**src/rtl/pll_reset_ctrl.sv**
```systemverilog
// pll_reset_ctrl: sequences the iCE40 PLL reset, waits for lock, qualifies
// lock as stable and only then releases the downstream system reset.
// Runs on the board reference clock; recovers from lock loss, lock timeout
// and software relock requests without outside help.
module pll_reset_ctrl #(
  parameter int RESET_CYCLES  = 16,
  parameter int LOCK_TIMEOUT  = 4096,
  parameter int STABLE_CYCLES = 256,
  parameter int CNT_W         = 16,
  parameter int LOSS_W        = 8
) (
  input  logic              clock,
  input  logic              rst_n,
  input  logic              pll_lock,
  input  logic              relock_req,
  output logic              pll_resetb,
  output logic              sys_rst_n,
  output logic              ready,
  output logic [1:0]        state,
  output logic [LOSS_W-1:0] lock_loss_count,
  output logic              timeout_seen
);

  typedef enum logic [1:0] {
    ST_PLL_RESET = 2'd0,
    ST_WAIT_LOCK = 2'd1,
    ST_STABILIZE = 2'd2,
    ST_RUN       = 2'd3
  } state_t;

  // Terminal counts; the counter starts at 0 on entry to each phase.
  localparam logic [CNT_W-1:0] RESET_LAST   = CNT_W'(RESET_CYCLES - 1);
  localparam logic [CNT_W-1:0] TIMEOUT_LAST = CNT_W'(LOCK_TIMEOUT - 1);
  localparam logic [CNT_W-1:0] STABLE_LAST  = CNT_W'(STABLE_CYCLES - 1);

  state_t           state_q;
  state_t           state_next;
  logic [CNT_W-1:0] cnt_q;
  logic [CNT_W-1:0] cnt_next;
  logic             lock_meta;
  logic             lock_s;
  logic             loss_event;
  logic             timeout_event;

  // Free-running two-flop synchronizer for the asynchronous PLL lock.
  always_ff @(posedge clock or negedge rst_n) begin
    if (!rst_n) begin
      lock_meta <= 1'b0;
      lock_s    <= 1'b0;
    end else begin
      lock_meta <= pll_lock;
      lock_s    <= lock_meta;
    end
  end

  // Next-state and counter logic; relock_req overrides every other transition.
  always_comb begin
    state_next    = state_q;
    cnt_next      = cnt_q;
    loss_event    = 1'b0;
    timeout_event = 1'b0;
    if (relock_req) begin
      state_next = ST_PLL_RESET;
      cnt_next   = '0;
    end else begin
      case (state_q)
        ST_PLL_RESET: begin
          if (cnt_q == RESET_LAST) begin
            state_next = ST_WAIT_LOCK;
            cnt_next   = '0;
          end else begin
            cnt_next = cnt_q + 1'b1;
          end
        end
        ST_WAIT_LOCK: begin
          // Lock wins over a timeout landing in the same cycle.
          if (lock_s) begin
            state_next = ST_STABILIZE;
            cnt_next   = '0;
          end else if (cnt_q == TIMEOUT_LAST) begin
            state_next    = ST_PLL_RESET;
            cnt_next      = '0;
            timeout_event = 1'b1;
          end else begin
            cnt_next = cnt_q + 1'b1;
          end
        end
        ST_STABILIZE: begin
          // A lock drop on the final count cycle still disqualifies.
          if (!lock_s) begin
            state_next = ST_WAIT_LOCK;
            cnt_next   = '0;
          end else if (cnt_q == STABLE_LAST) begin
            state_next = ST_RUN;
            cnt_next   = '0;
          end else begin
            cnt_next = cnt_q + 1'b1;
          end
        end
        ST_RUN: begin
          cnt_next = '0;
          if (!lock_s) begin
            state_next = ST_PLL_RESET;
            loss_event = 1'b1;
          end
        end
        default: begin
          state_next = ST_PLL_RESET;
          cnt_next   = '0;
        end
      endcase
    end
  end

  // State, counter and outputs; outputs are decoded from the next state so
  // they change on the same edge as the state register.
  always_ff @(posedge clock or negedge rst_n) begin
    if (!rst_n) begin
      state_q         <= ST_PLL_RESET;
      cnt_q           <= '0;
      pll_resetb      <= 1'b0;
      sys_rst_n       <= 1'b0;
      ready           <= 1'b0;
      lock_loss_count <= '0;
      timeout_seen    <= 1'b0;
    end else begin
      state_q    <= state_next;
      cnt_q      <= cnt_next;
      pll_resetb <= (state_next != ST_PLL_RESET);
      sys_rst_n  <= (state_next == ST_RUN);
      ready      <= (state_next == ST_RUN);
      if (loss_event && (lock_loss_count != {LOSS_W{1'b1}})) begin
        lock_loss_count <= lock_loss_count + 1'b1;
      end
      if (timeout_event) begin
        timeout_seen <= 1'b1;
      end
    end
  end

  assign state = state_q;

endmodule
```
**config.mk**
```make
export PLATFORM = sky130hd
export DESIGN_NAME = pll_reset_ctrl
export DESIGN_NICKNAME = d
export VERILOG_FILES = /design/src/rtl/pll_reset_ctrl.sv
export SDC_FILE = /design/constraint.sdc
export NUM_CORES = 1
export LEC_CHECK = 0
export ABC_CLOCK_PERIOD_IN_PS = 1680
export CORE_MARGIN = 2
export CORE_UTILIZATION = 30
export DETAILED_ROUTE_END_ITERATION = 10
export PLACE_DENSITY = 0.54
export SLEW_MARGIN = 30
export SYNTH_ARGS = -nofsm -noshare
export SYNTH_HDL_FRONTEND = slang
export SYNTH_SLANG_ARGS = --single-unit
export TNS_END_PERCENT = 30
```
**constraint.sdc**
```tcl
create_clock -name clock -period 1.68 [get_ports clock]
set_clock_uncertainty 0.15 [all_clocks]
set_input_delay 0.252 -clock clock [delete_from_list [all_inputs] [get_ports clock]]
set_output_delay 0.252 -clock clock [all_outputs]
set_load 0.01 [all_outputs]
```
==> impl_metrics.env <==
export IMPL_root_buffer="clkbuf_8"
export IMPL_grt_max_degree=32
export IMPL_antenna_cells_inserted=0
export IMPL_fillCellCount=501
export IMPL_worst_ep_arrival_time_ns=1.81
export IMPL_place_inst=254
export IMPL_gp_congestion=0.7764
export IMPL_timing_fmax_mhz=554.5
export IMPL_p_per_area_nw_per_um2=663.5
export IMPL_antenna_found_initial=0
export IMPL_clkLatencyLatePin_ns=0.27
export IMPL_syn_area_um2=1559
export IMPL_yosysTopAreaCellShare_pct=49.76
export IMPL_dr_pass1_iters=4
export IMPL_wl_per_cell_um=13.30
export IMPL_via_count=1284
export IMPL_min_path_type="in2async"
export IMPL_drc=0
export IMPL_synth_area_top_cells="dfrtp_1, xnor2_1, a21oi_2, xor2_1, nand4_1"
export IMPL_synth_flop_cell="dfrtp_1"
export IMPL_fin_cells=263
export IMPL_place_ws_ns=-0.2782
export IMPL_fin_util_pct=43.64
export IMPL_syn_nets=144
export IMPL_area_growth_syn_to_layout_pct=42.05
export IMPL_die_h_um=76.09
export IMPL_yosysTopAreaCell="dfrtp_1"
export IMPL_ant_nets=0
export IMPL_setup_viol=19
export IMPL_clock_sinks=31
export IMPL_period_share_pct=107.3
export IMPL_crit_path_end_kind="flip-flop"
export IMPL_vias_per_cell=4.882
export IMPL_die_w_um=76.09
export IMPL_cp_max_fo=4
export IMPL_rsz0062_at_grt="yes"
export IMPL_grt_pass1_vias=1337
export IMPL_seq_area_um2=775.7
export IMPL_ys_types=32
export IMPL_h_tree_depth=2
export IMPL_hold_viol_final=0
export IMPL_fin_hold_ws_ns=0.2215
export IMPL_worstPathRequired_ns=1.69
export IMPL_finalNetCount=198
export IMPL_fp_row_count=26
export IMPL_min_period_ns=1.803
export IMPL_worst_slack_ns=-0.1234
export IMPL_drt_iter0_markers=56
export IMPL_ios=18
export IMPL_p_leak_nw=1.001
export IMPL_hpwl_mm=2.563
export IMPL_finalWirelength_mm=3.498
export IMPL_cts_tree="done"
export IMPL_die_area_um2=5789
export IMPL_coreArea_um2=5075
export IMPL_path_class="reg2reg"
export IMPL_io_buffers=17
export IMPL_start_kind="flip-flop"
export IMPL_grt_pass1_wl_mm=6.016
export IMPL_synth_edf_count=0
export IMPL_seq_area_frac_synth_pct=49.76
export IMPL_cts_reportedPaths_clkPinSlew_ns=0.06
export IMPL_initial_utilization_pct=30.72
export IMPL_crit_chain="nor4_4, nand4_1, a22oi_4, buf_4, a21oi_2"
export IMPL_yosysWarningCount=0
export IMPL_worstMarginPinSlew_ns=0.4734
export IMPL_status="finished with violations"
export IMPL_drive_gt1_share_pct=35.23
export IMPL_gr_total_overflow=0
export IMPL_synth_seq_cells=31
export IMPL_synth_cells=138
export IMPL_cts_buffers=5
export IMPL_critical_path_max_stage_delay_ns=0.41
export IMPL_slowest_stage="dfrtp_1"
export IMPL_finalMaxSlewViolations=0
export IMPL_synthArstFlopShare_pct=100.0
export IMPL_cts_buffer_depth=2
export IMPL_violations="setup timing"
export IMPL_slew_headroom_pct=68.37
export IMPL_cap_violations=0
export IMPL_multi_input_area_um2=795.8
export IMPL_post_synth_top_count_cell="dfrtp_1"
export IMPL_irDropWorstVdd_mv=0.3434
export IMPL_syn_area_per_cell_um2=11.30
export IMPL_grt_total_usage_pct=12.74
export IMPL_synthTopCellsByCount="dfrtp_1, nand2_1, xnor2_1"
==> registers in the layout (all words and copies together), names as in the netlist <==
| name | count |
|---|---|
| cnt_q | 16 |
| lock_loss_count | 8 |
| state | 2 |
| lock_meta | 1 |
| lock_s | 1 |
| pll_resetb | 1 |
| ready | 1 |
| timeout_seen | 1 |
==> stage by stage <==
step | setup TNS, ns | instance area (µm²) | total power, W
6_report | -1.573 | 2215 | 0.001469
5_1_grt | -3.602 | 2215 | 0.001539
4_1_cts | -2.000 | 2163 | 0.001496
3_5_place_dp | -3.141 | 2052 | 0.0008458
3_3_place_gp | -1.985 | 2052 | 0.0008417
2_1_floorplan | -0.9981 | 1568 | 0.0007965
==> worst paths after layout <==
check	start	cells after the start	slack (ns)	end
setup reg to reg	cnt_q[12]$_DFF_PN0_	5	-0.12	cnt_q[9]$_DFF_PN0_
min in group clock	lock_meta$_DFF_PN0_	0	0.23	lock_s$_DFF_PN0_
hold / removal	rst_n	2	0.22	cnt_q[11]$_DFF_PN0_
hold reg to reg	lock_meta$_DFF_PN0_	0	0.23	lock_s$_DFF_PN0_
setup / recovery	cnt_q[12]$_DFF_PN0_	5	-0.12	cnt_q[9]$_DFF_PN0_
max in group asynchronous	rst_n	2	0.86	cnt_q[2]$_DFF_PN0_
==> cell families (layout without fill, tap and decap cells) <==
kind of cell,count (synthesis),count (layout),synth area share (%)
flip-flops,31,31,49.76
buffers and inverters,4,59,2.568
AO/OA/AOI/OAI,26,26,13.24
adder cells (fa/ha/maj),2,2,1.605
AND/OR/NAND/NOR,54,54,21.03
XOR/XNOR,21,21,11.80
==> layout make-up <==
class | count | share of cell area (%)
multi-input combinational | 103 | 35.93
sequential | 31 | 35.03
timing repair buffer | 51 | 20.57
clock buffer | 8 | 4.520
tap | 70 | 3.955
==> routing by layer <==
layer  vias up  global-route usage [%]  routed length, µm
met3         5                   3.318                128
met5         -                       0                  0
met1       636                   15.65               1605
met4         0                   2.727                 18
met2        27                   22.59               1746
li1        616                       -                  -
==> what timing repair did <==
action	CTS	global route
pin swaps	2	2
buffers inserted	0	1
hold buffers	0	0
resized for setup	10	12
setup endpoints to repair	25	26
==> where the power goes <==
group | total, W | internal [W] | switching (W)
Sequential | 0.000761 | 0.000755 | 0.00000505
Clock | 0.000637 | 0.000374 | 0.000263
Combinational | 0.0000723 | 0.0000333 | 0.0000389
==> cell usage in the layout (no fill, tap or decap), types with 2 or more instances in the layout <==
cell,n
a21boi_2,2
a21oi_1,4
a21oi_2,14
and4_1,3
buf_12,2
buf_4,31
clkbuf_8,7
clkdlybuf4s50_1,9
dfrtp_1,31
dlygate4sd2_1,5
dlymetal6s2s_1,3
nand2_1,12
nand3_1,7
nand4_1,10
nor2_1,3
nor3_1,3
nor3b_1,2
nor4_1,4
nor4_4,2
xnor2_1,13
xor2_1,8
==> worst max-delay path: cells and delay by family, from the launching register on <==
family | cells | cell delay, ns
AND/OR/NAND/NOR | 2 | 0.60
flip-flops | 1 | 0.41
AO/OA/AOI/OAI | 2 | 0.34
buffers and inverters | 1 | 0.20
Note: power is estimated with default switching activity, not from simulation.
